**src/rtl/mips_pkg.sv**
```systemverilog
// rtl/mips_pkg.sv - shared MIPS opcode constants and pairing-stage types
//
// Purpose: opcode/funct encodings, the NOP word and the pairing FSM state
// type used by the dual-issue pairing stage and its hazard checker.
// Ports: none (package).
package mips_pkg;

  localparam logic [5:0] OP_RTYPE = 6'h00;
  localparam logic [5:0] OP_J     = 6'h02;
  localparam logic [5:0] OP_JAL   = 6'h03;
  localparam logic [5:0] OP_BEQ   = 6'h04;
  localparam logic [5:0] OP_BNE   = 6'h05;
  localparam logic [5:0] OP_ADDI  = 6'h08;
  localparam logic [5:0] OP_ADDIU = 6'h09;
  localparam logic [5:0] OP_SLTI  = 6'h0A;
  localparam logic [5:0] OP_ANDI  = 6'h0C;
  localparam logic [5:0] OP_ORI   = 6'h0D;
  localparam logic [5:0] OP_LUI   = 6'h0F;
  localparam logic [5:0] OP_LW    = 6'h23;
  localparam logic [5:0] OP_SW    = 6'h2B;

  localparam logic [5:0] FN_JR    = 6'h08;

  localparam logic [4:0]  REG_RA  = 5'd31;
  localparam logic [31:0] NOP     = 32'd0;

  typedef enum logic {
    PASS  = 1'b0,
    SPLIT = 1'b1
  } pair_state_t;

endpackage

```
**src/rtl/pair_hazard_check.sv**
```systemverilog
// rtl/pair_hazard_check.sv - combinational intra-bundle hazard detector
//
// Purpose: decides whether two program-ordered instructions may issue
// together. Register 0 is encoded as "no register", so it never matches.
// Ports:
//   instr1, instr2  in  32  bundle, program order
//   conflict        out 1   bundle must be split
//   raw/waw/mem/ctl out 1   individual causes, for debug
module pair_hazard_check
  import mips_pkg::*;
(
  input  logic [31:0] instr1,
  input  logic [31:0] instr2,
  output logic        conflict,
  output logic        raw,
  output logic        waw,
  output logic        mem,
  output logic        ctl
);

  function automatic logic [4:0] dest_of(input logic [31:0] instr);
    case (instr[31:26])
      OP_RTYPE:                          dest_of = instr[15:11];
      OP_ADDI, OP_ADDIU, OP_SLTI, OP_ANDI,
      OP_ORI, OP_LUI, OP_LW:             dest_of = instr[20:16];
      OP_JAL:                            dest_of = REG_RA;
      default:                           dest_of = 5'd0;
    endcase
  endfunction

  // rs is read by everything except the absolute jumps.
  function automatic logic [4:0] src_rs(input logic [31:0] instr);
    if (instr[31:26] == OP_J || instr[31:26] == OP_JAL) src_rs = 5'd0;
    else                                                 src_rs = instr[25:21];
  endfunction

  // rt is a source only for R-type, stores and compare-branches.
  function automatic logic [4:0] src_rt(input logic [31:0] instr);
    case (instr[31:26])
      OP_RTYPE, OP_SW, OP_BEQ, OP_BNE: src_rt = instr[20:16];
      default:                         src_rt = 5'd0;
    endcase
  endfunction

  function automatic logic is_mem(input logic [5:0] op);
    is_mem = (op == OP_LW) || (op == OP_SW);
  endfunction

  logic [4:0] dst1;
  logic [4:0] dst2;
  logic [4:0] rs2;
  logic [4:0] rt2;
  logic [5:0] op1;
  logic       unused_bits;

  assign dst1 = dest_of(instr1);
  assign dst2 = dest_of(instr2);
  assign rs2  = src_rs(instr2);
  assign rt2  = src_rt(instr2);
  assign op1  = instr1[31:26];

  assign raw = (dst1 != 5'd0) && ((rs2 == dst1) || (rt2 == dst1));
  assign waw = (dst1 != 5'd0) && (dst1 == dst2);
  assign mem = is_mem(op1) && is_mem(instr2[31:26]);
  assign ctl = (op1 == OP_J) || (op1 == OP_JAL) || (op1 == OP_BEQ) || (op1 == OP_BNE) ||
               ((op1 == OP_RTYPE) && (instr1[5:0] == FN_JR));

  assign conflict = raw || waw || mem || ctl;

  assign unused_bits = ^{instr1[10:6], instr2[10:0]};

endmodule

```
**src/rtl/dual_issue_pair_split.sv**
```systemverilog
// rtl/dual_issue_pair_split.sv - dual-issue pairing stage with hazard split
//
// Purpose: forwards a fetched two-instruction bundle as one pair, or splits a
// conflicting bundle over two cycles (NOP in slot 2). Outputs feed the ID/EX
// register directly and are combinational from state, hold register and inputs.
// Ports:
//   clk, reset (async, active-low)
//   valid_in, pc_in, instr1_in, instr2_in   fetch bundle
//   stall, flush                            downstream freeze / redirect
//   in_ready                                bundle consumed this cycle
//   pc_out, decoded1, decoded2              slot PC and contents
//   split_count                             saturating count of split bundles
module dual_issue_pair_split
  import mips_pkg::*;
#(
  parameter int CNT_W = 16
) (
  input  logic             clk,
  input  logic             reset,
  input  logic             valid_in,
  input  logic [31:0]      pc_in,
  input  logic [31:0]      instr1_in,
  input  logic [31:0]      instr2_in,
  input  logic             stall,
  input  logic             flush,
  output logic             in_ready,
  output logic [31:0]      pc_out,
  output logic [31:0]      decoded1,
  output logic [31:0]      decoded2,
  output logic [CNT_W-1:0] split_count
);

  localparam logic [CNT_W-1:0] CNT_ONE = {{(CNT_W-1){1'b0}}, 1'b1};

  pair_state_t state;
  logic [31:0] hold_instr;
  logic [31:0] hold_pc;

  logic conflict;
  logic dbg_raw;
  logic dbg_waw;
  logic dbg_mem;
  logic dbg_ctl;
  logic unused_dbg;

  pair_hazard_check u_hazard (
    .instr1   (instr1_in),
    .instr2   (instr2_in),
    .conflict (conflict),
    .raw      (dbg_raw),
    .waw      (dbg_waw),
    .mem      (dbg_mem),
    .ctl      (dbg_ctl)
  );

  assign unused_dbg = ^{dbg_raw, dbg_waw, dbg_mem, dbg_ctl};

  // Flush outranks stall: it always returns to PASS and drops the held slot.
  always_ff @(posedge clk or negedge reset) begin
    if (!reset) begin
      state       <= PASS;
      hold_instr  <= NOP;
      hold_pc     <= 32'd0;
      split_count <= '0;
    end else if (flush) begin
      state      <= PASS;
      hold_instr <= NOP;
    end else if (!stall) begin
      case (state)
        PASS: begin
          if (valid_in && conflict) begin
            state      <= SPLIT;
            hold_instr <= instr2_in;
            hold_pc    <= pc_in + 32'd4;
            if (split_count != '1) begin
              split_count <= split_count + CNT_ONE;
            end
          end
        end
        SPLIT: begin
          state <= PASS;
        end
        default: begin
          state <= PASS;
        end
      endcase
    end
  end

  always_comb begin
    in_ready = 1'b0;
    pc_out   = 32'd0;
    decoded1 = NOP;
    decoded2 = NOP;
    if (state == SPLIT) begin
      decoded1 = hold_instr;
      pc_out   = hold_pc;
    end else begin
      in_ready = !stall && !flush;
      if (valid_in) begin
        decoded1 = instr1_in;
        decoded2 = conflict ? NOP : instr2_in;
        pc_out   = pc_in;
      end
    end
  end

endmodule
```
**config.mk**
```make
export PLATFORM = sky130hd
export DESIGN_NAME = dual_issue_pair_split
export DESIGN_NICKNAME = d
export VERILOG_FILES = /design/src/rtl/mips_pkg.sv /design/src/rtl/pair_hazard_check.sv /design/src/rtl/dual_issue_pair_split.sv
export SDC_FILE = /design/constraint.sdc
export NUM_CORES = 1
export LEC_CHECK = 0
export CAP_MARGIN = 5
export CORE_MARGIN = 8
export CORE_UTILIZATION = 40
export DETAILED_ROUTE_END_ITERATION = 12
export GPL_TIMING_DRIVEN = 0
export PLACE_DENSITY = 0.81
export SLEW_MARGIN = 20
export SYNTH_ARGS = -nofsm -noshare
export SYNTH_HDL_FRONTEND = slang
export SYNTH_SLANG_ARGS = --single-unit
```
**constraint.sdc**
```tcl
create_clock -name clk -period 6.67 [get_ports clk]
set_clock_uncertainty 0.2 [all_clocks]
set_input_delay 2.001 -clock clk [delete_from_list [all_inputs] [get_ports clk]]
set_output_delay 2.001 -clock clk [all_outputs]
set_load 0.1 [all_outputs]
```
==> impl_metrics.yaml <==
yosys:
  syn_area_um2: 5490
  syn_avg_cell_area_um2: 8.57
  syn-num-nets: 743
  synthArstFlopShare: 1.00
  synth_ff_type: "dfrtp_1"
  ys_seq_elements: 81
  yosysSeqAreaShare: 0.369
  synthCells: 640
  yosysWarnings: 0
  synth-edff-count: 0
  ys_types: 71
floorplan:
  die_x_um: 133
  dieHeight_um: 133
  die-area_um2: 17700
  io_pins: 214
  core.rowCount: 43
  start_util: 0.402
  core_um2: 13700
worst_setup_path:
  cp-end-kind: "output port"
  path_max_fanout: 6
  criticalPathCategory: "input pin to output port"
  critPathArrivalTime_ps: 4800
  startpoint_type: "input pin"
  required_ps: 4470
cells_and_area:
  mostFrequentLayoutCells: "nand2_1, clkdlybuf4s50_1, dfrtp_1, a22o_1, o21ai_0"
  final_common_cell: "nand2_1"
  fin_area_um2: 9150
  n_fill_cell: 1098
  insertedDiodeCount: 0
  regArea_um2: 2030
  area_growth_pct: 66.7
  multi_input_area_um2: 3520
  finalNetCount: 983
  drive_gt1_frac: 0.251
global_routing:
  grt_max_degree: 53
  first_global_vias: 5903
  grt_overflow: 0
  grt_antenna_before_repair: 0
  grt_use_total: 0.230
  grt_pass1_wl_mm: 32.7
power:
  power_frac_clock: 0.252
  power_density_nw_per_um2: 253
  p_seq_frac: 0.291
  ir_drop_mv: 0.322
  p_sw_frac: 0.428
  p_int_mw: 1.32
  p_leak_nw: 4.27
  power.switching_uw: 990
  comb_power_share: 0.457
timing:
  period_share: 1.05
  max_freq_ghz: 0.143
  fin_ws_ps: -333
  setup_tns_ps: -9090
  min_period_ps: 7000
  drv_slew: 0
  slew_headroom: 0.311
  rsz0062_at_grt: "true"
  worst_pin_slew_ps: 1030
  hold_slack_ps: 282
  setup_viol: 32
  finalHoldViolations: 0
clock_tree:
  cts-root-buf: "clkbuf_16"
  clk_pin_slew_ps: 60
  hold_buffers: 0
  clock_sinks: 81
  htree_levels: 3
  cts_buffers: 9
  cts_tree: "done"
  clock_latency_ps: 340
  clock_path_buffers: 2
min_path:
  min_path_type: "flip-flop to flip-flop"
route:
  ant_nets: 0
  drc: 0
  vias_per_cell: 5.55
  first_pass_iters: 5
  vias: 5909
  wirelength_mm: 21.3
  wl_per_cell_um: 20.0
  drt_iter0_drc: 407
placed_design:
  io_buffers: 208
  place_congestion: 0.884
  placed_cell_area_um2: 7980
  dp_hpwl_mm: 15.2
run:
  maxCapViolCount: 0
run_status:
  status: "finished with violations"
  failed_checks: "negative setup slack"
[path summary, 6_finish.rpt]
check | start | endpoint | slack (ps) | cells past startpoint
min reg2reg | hold_pc[28]$_DFFE_PN0P_ | hold_pc[28]$_DFFE_PN0P_ | 280 | 2
max | instr1_in[29] | decoded2[29] | -330 | 15
max reg2reg | split_count[5]$_DFFE_PN0P_ | split_count[15]$_DFFE_PN0P_ | 3780 | 10
min | hold_pc[28]$_DFFE_PN0P_ | hold_pc[28]$_DFFE_PN0P_ | 280 | 2
max in group asynchronous | reset | hold_pc[9]$_DFFE_PN0P_ | 4250 | 2
min in group asynchronous | reset | hold_instr[6]$_DFFE_PN0P_ | 1400 | 1
[state kept, by name (all words and copies together), names as in the netlist]
signal and cells:
hold_pc 32, state 1, hold_instr 32, split_count 16
[per-layer routing]
metal / GRT usage / wire length (um) / share of wire
met2: 0.360 / 10000 / 0.47
met5: 0 / 0 / 0
met3: 0.0681 / 1560 / 0.074
met1: 0.293 / 9150 / 0.43
met4: 0.0861 / 533 / 0.025
[layout make-up]
type / instances / area share
multi-input combinational: 510 / 0.385
timing repair buffer: 229 / 0.300
sequential: 81 / 0.222
buffer: 40 / 0.0272
clock buffer: 10 / 0.0261
tap: 180 / 0.0246
clock inverter: 5 / 0.0114
inverter: 9 / 0.00369
[critical path, cell delays in order]
cell and delay [ps]:
buf_12 100, or4_4 560, nor3_4 170, buf_12 150, a21oi_4 90, a21o_1 170, a211o_1 290, a211oi_4 320
nor2_4 70, a21oi_4 180, nor2_4 60, buf_12 170, buf_8 140, and2_4 170, buf_12 160
[what timing repair did]
action                     4_1_cts  5_1_grt
pin swaps                       21       18
setup buffers                   10       10
gates cloned                     2        0
setup endpoints to repair       67       81
gates resized for setup        429       69
[metrics by stage]
step	util	setup WS, ps	std cells	power, mW
floorplan	-	-152	640	1.37
global placement	0.582	-1920	1028	1.63
detailed placement	0.584	-1950	1029	1.64
CTS	0.650	-351	1055	2.29
global route	0.669	-412	1064	2.41
finish	0.669	-333	1064	2.31
[cells by family (layout without fill, tap and decap cells)]
group / count (synthesis) / count (layout) / synth area share
AND/OR/NAND/NOR: 272 / 272 / 0.250
buffers and inverters: 49 / 293 / 0.0447
XOR/XNOR: 47 / 47 / 0.0750
adder cells (fa/ha/maj): 2 / 2 / 0.00456
multiplexers: 6 / 6 / 0.0121
flip-flops: 81 / 81 / 0.369
AO/OA/AOI/OAI: 183 / 183 / 0.244
[power groups by stage]
stage                     Sequential, mW  Clock, mW  Combinational, mW
after floorplan                    0.762          0              0.609
after CTS                          0.672      0.588               1.03
after global routing               0.687      0.611               1.11
final                              0.673      0.584               1.06
after global placement             0.676          0              0.952
after detailed placement           0.680          0              0.963
[Yosys cell counts (9+ instances only)]
library cell / number / share of area
xnor2_1: 14 / 0.022
dfrtp_1: 81 / 0.37
o21ai_0: 61 / 0.056
nand3_1: 22 / 0.020
clkbuf_1: 18 / 0.012
o21ai_1: 10 / 0.0091
nand2_1: 125 / 0.085
and2_1: 30 / 0.034
nor3_1: 13 / 0.012
and3_1: 11 / 0.013
a22o_1: 62 / 0.099
xor2_1: 33 / 0.053
inv_1: 9 / 0.0062
nor2_1: 26 / 0.018
(Power assumes the default switching activity.)
